===== src/rtl/store_buf_pkg.sv =====
// ============================================================================
// store_buf_pkg : shared types and constants for the store_buffer block
// Revision 1.0
// ============================================================================
`default_nettype none

package store_buf_pkg;

  localparam int DEPTH_DEFAULT  = 4;
  localparam int ADDR_W_DEFAULT = 32;
  localparam int DATA_W_DEFAULT = 32;
  localparam int PTR_W          = $clog2(DEPTH_DEFAULT);

  typedef struct packed {
    logic [ADDR_W_DEFAULT-3:0] addr;
    logic [DATA_W_DEFAULT-1:0] data;
  } sb_entry_t;

  function automatic int ptr_width(input int depth);
    return (depth > 1) ? $clog2(depth) : 1;
  endfunction

endpackage

`default_nettype wire


===== src/rtl/sb_match.sv =====
// ============================================================================
// sb_match : word-address comparator, youngest pending entry wins
// Revision 1.0
// ============================================================================
`default_nettype none

module sb_match
  import store_buf_pkg::*;
#(
  parameter int DEPTH  = DEPTH_DEFAULT,
  parameter int ADDR_W = ADDR_W_DEFAULT,
  parameter int DATA_W = DATA_W_DEFAULT,
  parameter int PW     = ptr_width(DEPTH)
) (
  input  logic [ADDR_W-3:0] entry_addr [DEPTH],
  input  logic [DATA_W-1:0] entry_data [DEPTH],
  input  logic [DEPTH-1:0]  valid,
  input  logic [PW-1:0]     tail,
  input  logic [ADDR_W-3:0] ld_word,
  output logic              hit,
  output logic [DATA_W-1:0] data
);

  logic [PW-1:0] idx;

  // Walk from oldest (tail-DEPTH) to youngest (tail-1); later matches override.
  always_comb begin
    hit  = 1'b0;
    data = '0;
    idx  = '0;
    for (int k = DEPTH; k >= 1; k--) begin
      idx = tail - PW'(k);
      if (valid[idx] && (entry_addr[idx] == ld_word)) begin
        hit  = 1'b1;
        data = entry_data[idx];
      end
    end
  end

endmodule

`default_nettype wire


===== src/rtl/store_buffer.sv =====
// ============================================================================
// store_buffer : posted-write FIFO with load forwarding (STORE_BUF_FWD_EN)
// Revision 1.0
// ============================================================================
`default_nettype none

module store_buffer
  import store_buf_pkg::*;
#(
  parameter int DEPTH  = DEPTH_DEFAULT,
  parameter int ADDR_W = ADDR_W_DEFAULT,
  parameter int DATA_W = DATA_W_DEFAULT
) (
  input  logic              clk,
  input  logic              reset,
  input  logic              st_en,
  input  logic [ADDR_W-1:0] st_addr,
  input  logic [DATA_W-1:0] st_data,
  output logic              full,
  input  logic [ADDR_W-1:0] ld_addr,
  output logic              ld_hit,
  output logic [DATA_W-1:0] ld_data,
  output logic              bus_valid,
  output logic [ADDR_W-1:0] bus_addr,
  output logic [DATA_W-1:0] bus_data,
  input  logic              bus_ready,
  output logic              empty,
  output logic              overflow
);

  localparam int PW    = ptr_width(DEPTH);
  localparam int CNT_W = PW + 1;

  logic [ADDR_W-3:0] addr_mem [DEPTH];
  logic [DATA_W-1:0] data_mem [DEPTH];
  logic [PW-1:0]     head;
  logic [PW-1:0]     tail;
  logic [CNT_W-1:0]  count;
  logic              overflow_q;
  logic              push;
  logic              pop;

  assign full      = (count == CNT_W'(DEPTH));
  assign empty     = (count == '0);
  assign bus_valid = !empty;
  assign bus_addr  = {addr_mem[head], 2'b00};
  assign bus_data  = data_mem[head];
  assign overflow  = overflow_q;

  assign pop  = bus_valid && bus_ready;
  // A pop frees the head slot this edge, so a full buffer still takes the store.
  assign push = st_en && (!full || pop);

  always_ff @(posedge clk) begin
    if (!reset) begin
      head       <= '0;
      tail       <= '0;
      count      <= '0;
      overflow_q <= 1'b0;
    end else begin
      if (push) tail <= tail + PW'(1);
      if (pop)  head <= head + PW'(1);
      if (push && !pop)      count <= count + CNT_W'(1);
      else if (pop && !push) count <= count - CNT_W'(1);
      if (st_en && !push) overflow_q <= 1'b1;
    end
  end

  always_ff @(posedge clk) begin
    if (push) begin
      addr_mem[tail] <= st_addr[ADDR_W-1:2];
      data_mem[tail] <= st_data;
    end
  end

`ifdef STORE_BUF_FWD_EN
  logic [DEPTH-1:0] valid;
  logic             unused_bits;

  assign unused_bits = ^{st_addr[1:0], ld_addr[1:0]};

  for (genvar i = 0; i < DEPTH; i++) begin : g_valid
    logic [PW-1:0] offset;
    assign offset   = PW'(i) - head;
    assign valid[i] = ({1'b0, offset} < count);
  end

  sb_match #(
    .DEPTH  (DEPTH),
    .ADDR_W (ADDR_W),
    .DATA_W (DATA_W),
    .PW     (PW)
  ) u_match (
    .entry_addr (addr_mem),
    .entry_data (data_mem),
    .valid      (valid),
    .tail       (tail),
    .ld_word    (ld_addr[ADDR_W-1:2]),
    .hit        (ld_hit),
    .data       (ld_data)
  );
`else
  logic unused_bits;

  assign unused_bits = ^{st_addr[1:0], ld_addr};
  assign ld_hit      = 1'b0;
  assign ld_data     = '0;
`endif

endmodule

`default_nettype wire


===== config.mk =====
export PLATFORM = sky130hd
export DESIGN_NAME = store_buffer
export DESIGN_NICKNAME = d
export VERILOG_FILES = /design/src/rtl/store_buf_pkg.sv /design/src/rtl/sb_match.sv /design/src/rtl/store_buffer.sv
export SDC_FILE = /design/constraint.sdc
export NUM_CORES = 1
export LEC_CHECK = 0
export ABC_AREA = 1
export BUFFER_PORTS_ARGS = -buffer_cell sky130_fd_sc_hd__buf_4
export CORE_MARGIN = 5
export CORE_UTILIZATION = 25
export CTS_BUF_LIST = sky130_fd_sc_hd__clkbuf_2
export DETAILED_ROUTE_END_ITERATION = 7
export PLACE_DENSITY = 0.48
export SYNTH_ARGS = -nofsm -noshare
export SYNTH_HDL_FRONTEND = slang
export SYNTH_SLANG_ARGS = --single-unit

===== constraint.sdc =====
create_clock -name clk -period 7.4 [get_ports clk]
set_input_delay 1.48 -clock clk [delete_from_list [all_inputs] [get_ports clk]]
set_output_delay 1.48 -clock clk [all_outputs]
set_load 0.005 [all_outputs]

==> insert_results.sql <==
INSERT INTO impl_metrics (metric_group, metric, value, unit) VALUES
('outcome', 'outcome', 'finished, final reports clean', ''),
('setup_path', 'timing.critical_path.mode_cell', 'sky130_fd_sc_hd__buf_4', ''),
('layout', 'multi_input_gate_area_in_the_final_layout', '2431', 'µm²'),
('global_routing', 'wire_length_of_the_first_global_routing_pass', '37.25', 'mm'),
('synth', 'post_synthesis_cell_area', '10580', 'µm²'),
('sta', 'setup_viol', '0', ''),
('synth', 'ys_seq_elements', '258', ''),
('floorplan', 'core_area', '41850', 'µm²'),
('floorplan', 'start_util', '25.27', '%'),
('layout', 'finalNetCount', '992', ''),
('setup_path', 'r2r_end', 'data_mem[0][3]', ''),
('floorplan', 'dieArea', '46510', 'µm²'),
('routing', 'wl_per_cell', '16.55', 'µm'),
('sta', 'setup_slack', '2590', 'ps'),
('clock_tree', 'path_clk_slew', '90', 'ps'),
('setup_path', 'worst-endpoint-required', '5920', 'ps'),
('routing', 'initialDrtViolationCount', '281', ''),
('place', 'gp_congestion', '0.6768', ''),
('setup_path', 'critical_path.max_fanout', '63', ''),
('layout', 'sequential_cell_area', '7652', 'µm²'),
('clock_tree', 'number_of_buffers_inserted_during_clock_tree_synthesis', '75', ''),
('routing', 'dr_total_vias', '6270', ''),
('sta', 'totalNegativeSetupSlack', '0', 'ps'),
('sta', 'hold_viol_final', '0', ''),
('place', 'io_buffer_count', '131', ''),
('global_routing', 'global_route.usage.total', '10.41', '%'),
('sta', 'final_max_slew_viol_count', '0', ''),
('place', 'place_area', '11880', 'µm²'),
('global_routing', 'grt_max_degree', '125', ''),
('setup_path', 'timing.critical_path.from_type', 'flop', ''),
('clock_tree', 'root_buffer', 'sky130_fd_sc_hd__clkbuf_2', ''),
('setup_path', 'worstSetupEndpointType', 'primary output', ''),
('routing', 'detailed_route_vias_per_instance', '4.225', ''),
('clock_tree', 'cts_setup_buffers', '0', ''),
('sta', 'max-slew-margin-rel', '27.71', '%'),
('setup_path', 'critical_path.slowest_cell', 'sky130_fd_sc_hd__inv_2', ''),
('synth', 'synth.yosys.seq_area_share', '72.31', '%'),
('layout', 'nFillCells', '4266', ''),
('place', 'place_ws', '3426', 'ps'),
('power_and_ir_drop', 'power.leakage', '4.504', 'nW'),
('clock_tree', 'cts_tree', 'built', ''),
('setup_path', 'ff2ff_path_depth', '5', ''),
('place', 'detailed_place_hpwl', '12.37', 'mm'),
('min_path', 'hold_depth', '2', ''),
('clock_tree', 'worstSkewPairLatency', '880', 'ps'),
('power_and_ir_drop', 'max_rail_drop_vdd', '0.0002317', 'V'),
('synth', 'post-synth-top-area-fraction', '70.42', '%'),
('floorplan', 'floorplan.io_pins', '201', ''),
('synth', 'syn_area_per_cell', '14.85', 'µm²'),
('layout', 'final_design_area_no_fill', '12580', 'µm²'),
('clock_tree', 'cts_hold_repair.buffers', '0', ''),
('layout', 'drive_above_1_share', '41.31', '%'),
('synth', 'yosys_warnings', '0', ''),
('min_path', 'class_of_the_tightest_hold_or_removal_check', 'reg -> reg', ''),
('clock_tree', 'post_cts.resized_instances', '0', ''),
('min_path', 'hold_path_startpoint', 'overflow', ''),
('sta', 'layout_worst_path_cycle_share', '65.00', '%'),
('synth', 'syn-instance-count', '712', ''),
('setup_path', 'reg2reg_from', 'count[0]', ''),
('setup_path', 'chain_of_cells_forming_the_critical_path', 'buf_4, inv_2, buf_4, o21ai_0, o22ai_2, buf_4', ''),
('layout', 'flow.area_growth_from_synthesis', '19.00', '%'),
('setup_path', 'critical-path-max-stage-delay', '690', 'ps'),
('sta', 'min_period', '4810', 'ps'),
('floorplan', 'die_width', '215.7', 'µm'),
('synth', 'netlist-cell-type-count', '27', ''),
('routing', 'wirelength', '24.57', 'mm'),
('routing', 'route.detailed.drc', '0', ''),
('sta', 'rsz0062_at_grt', 'no', ''),
('floorplan', 'vertical_die_dimension', '215.7', 'µm'),
('setup_path', 'timing.critical_path.arrival', '3330', 'ps'),
('power_and_ir_drop', 'power_per_cell_area', '310.9', 'nW/µm²');
critical path: cells and delay by family (launching register included):
kind	cells	cell delay (ps)
AOI/OAI and AO/OA	2	390
buffers and inverters	4	1710
DFF	1	320
cells in the final DEF, fill, tap and decap left out:
cell / netlist / layout
sky130_fd_sc_hd__inv_8: 1 / 1
sky130_fd_sc_hd__o21ai_0: 112 / 112
sky130_fd_sc_hd__ha_1: 5 / 5
sky130_fd_sc_hd__fa_1: 1 / 1
sky130_fd_sc_hd__nand2_1: 13 / 13
sky130_fd_sc_hd__nand3_1: 6 / 6
sky130_fd_sc_hd__dfxtp_4: 0 / 1
sky130_fd_sc_hd__conb_1: 1 / 35
sky130_fd_sc_hd__o22ai_1: 2 / 2
sky130_fd_sc_hd__diode_2: 0 / 1
sky130_fd_sc_hd__dfxtp_2: 0 / 1
sky130_fd_sc_hd__nor3_1: 1 / 1
sky130_fd_sc_hd__xor2_1: 1 / 1
sky130_fd_sc_hd__inv_1: 18 / 18
sky130_fd_sc_hd__nand2_2: 1 / 1
sky130_fd_sc_hd__inv_2: 1 / 4
sky130_fd_sc_hd__edfxtp_1: 248 / 248
sky130_fd_sc_hd__clkinv_1: 0 / 13
sky130_fd_sc_hd__a21oi_1: 6 / 6
sky130_fd_sc_hd__nor2_2: 61 / 61
sky130_fd_sc_hd__o22ai_2: 60 / 60
sky130_fd_sc_hd__nor2_4: 0 / 4
sky130_fd_sc_hd__buf_4: 36 / 138
sky130_fd_sc_hd__clkbuf_2: 7 / 117
sky130_fd_sc_hd__o21ai_1: 13 / 13
sky130_fd_sc_hd__dfxtp_1: 10 / 8
sky130_fd_sc_hd__nor2_1: 75 / 71
sky130_fd_sc_hd__bufinv_16: 0 / 2
sky130_fd_sc_hd__nand4_1: 1 / 1
routing by layer:
metal | global-route usage, % | wire length, µm
met2 | 15.85 | 11250
met3 | 3.559 | 1721
met5 | 0 | 0
met4 | 4.843 | 597
met1 | 13.38 | 10990
where the power goes:
group          switching, mW  leakage (nW)  internal (mW)
Combinational          0.593          1.60          0.437
Sequential            0.0720          2.36           1.74
Clock                  0.591         0.547          0.485
worst max-delay path by stage:
stage | startpoint | endpoint | slack, ps | depth (start not counted)
3_5_place_dp | flop | bus_data[12] | 3430 | 6
5_1_grt | flop | bus_data[12] | 2190 | 6
2_1_floorplan | bus_ready | addr_mem[0][0] | 2540 | 4
4_1_cts | flop | bus_data[12] | 2310 | 6
6_report | flop | bus_data[12] | 2590 | 6
3_3_place_gp | flop | bus_data[25] | 3400 | 6
sequential cells by signal, summed over array words and instances, names as in the netlist, named ones only:
signal,cells
data_mem,128
addr_mem,120
count,3
head,2
tail,2
overflow,1
synth_stat cells, drive strengths merged:
library cell  count
a21oi             6
buf              59
clkbuf           16
conb              1
dfxtp            10
edfxtp          248
fa                1
ha                5
inv              20
nand2            14
nand3             6
nand4             1
nor2            136
nor3              1
o21ai           125
o22ai            62
xor2              1
cell families after synthesis:
kind of cell | Yosys count | share of synthesized area (%)
AO/OA/AOI/OAI | 193 | 13.42
XOR/XNOR | 1 | 0.08284
adder cells (fa/ha/maj) | 6 | 0.7809
buffers and inverters | 95 | 6.188
flip-flops | 258 | 72.31
other | 1 | 0.03546
AND/OR/NAND/NOR | 158 | 7.182
through the flow:
step / power, mW / cells / util (%) / hold slack [ps]
floorplan: 2.485 / 746 / - / 446.6
global placement: 2.907 / 1348 / 28.38 / 451.5
detailed placement: 2.912 / 1348 / 28.38 / 453.3
CTS: 4.029 / 1483 / 30.06 / 468.9
global route: 4.203 / 1484 / 30.07 / 516.9
finish: 3.913 / 1484 / 30.07 / 462.5
cell type report:
type                       count  area share, %
inverter                      20         0.6562
clock inverter                18         0.9545
tap                          539          5.359
clock buffer                 117          4.653
antenna                        1        0.01988
timing repair buffer         138          8.232
sequential                   258          60.81
multi-input combinational    393          19.32
Power figures use the tool's default switching activity.
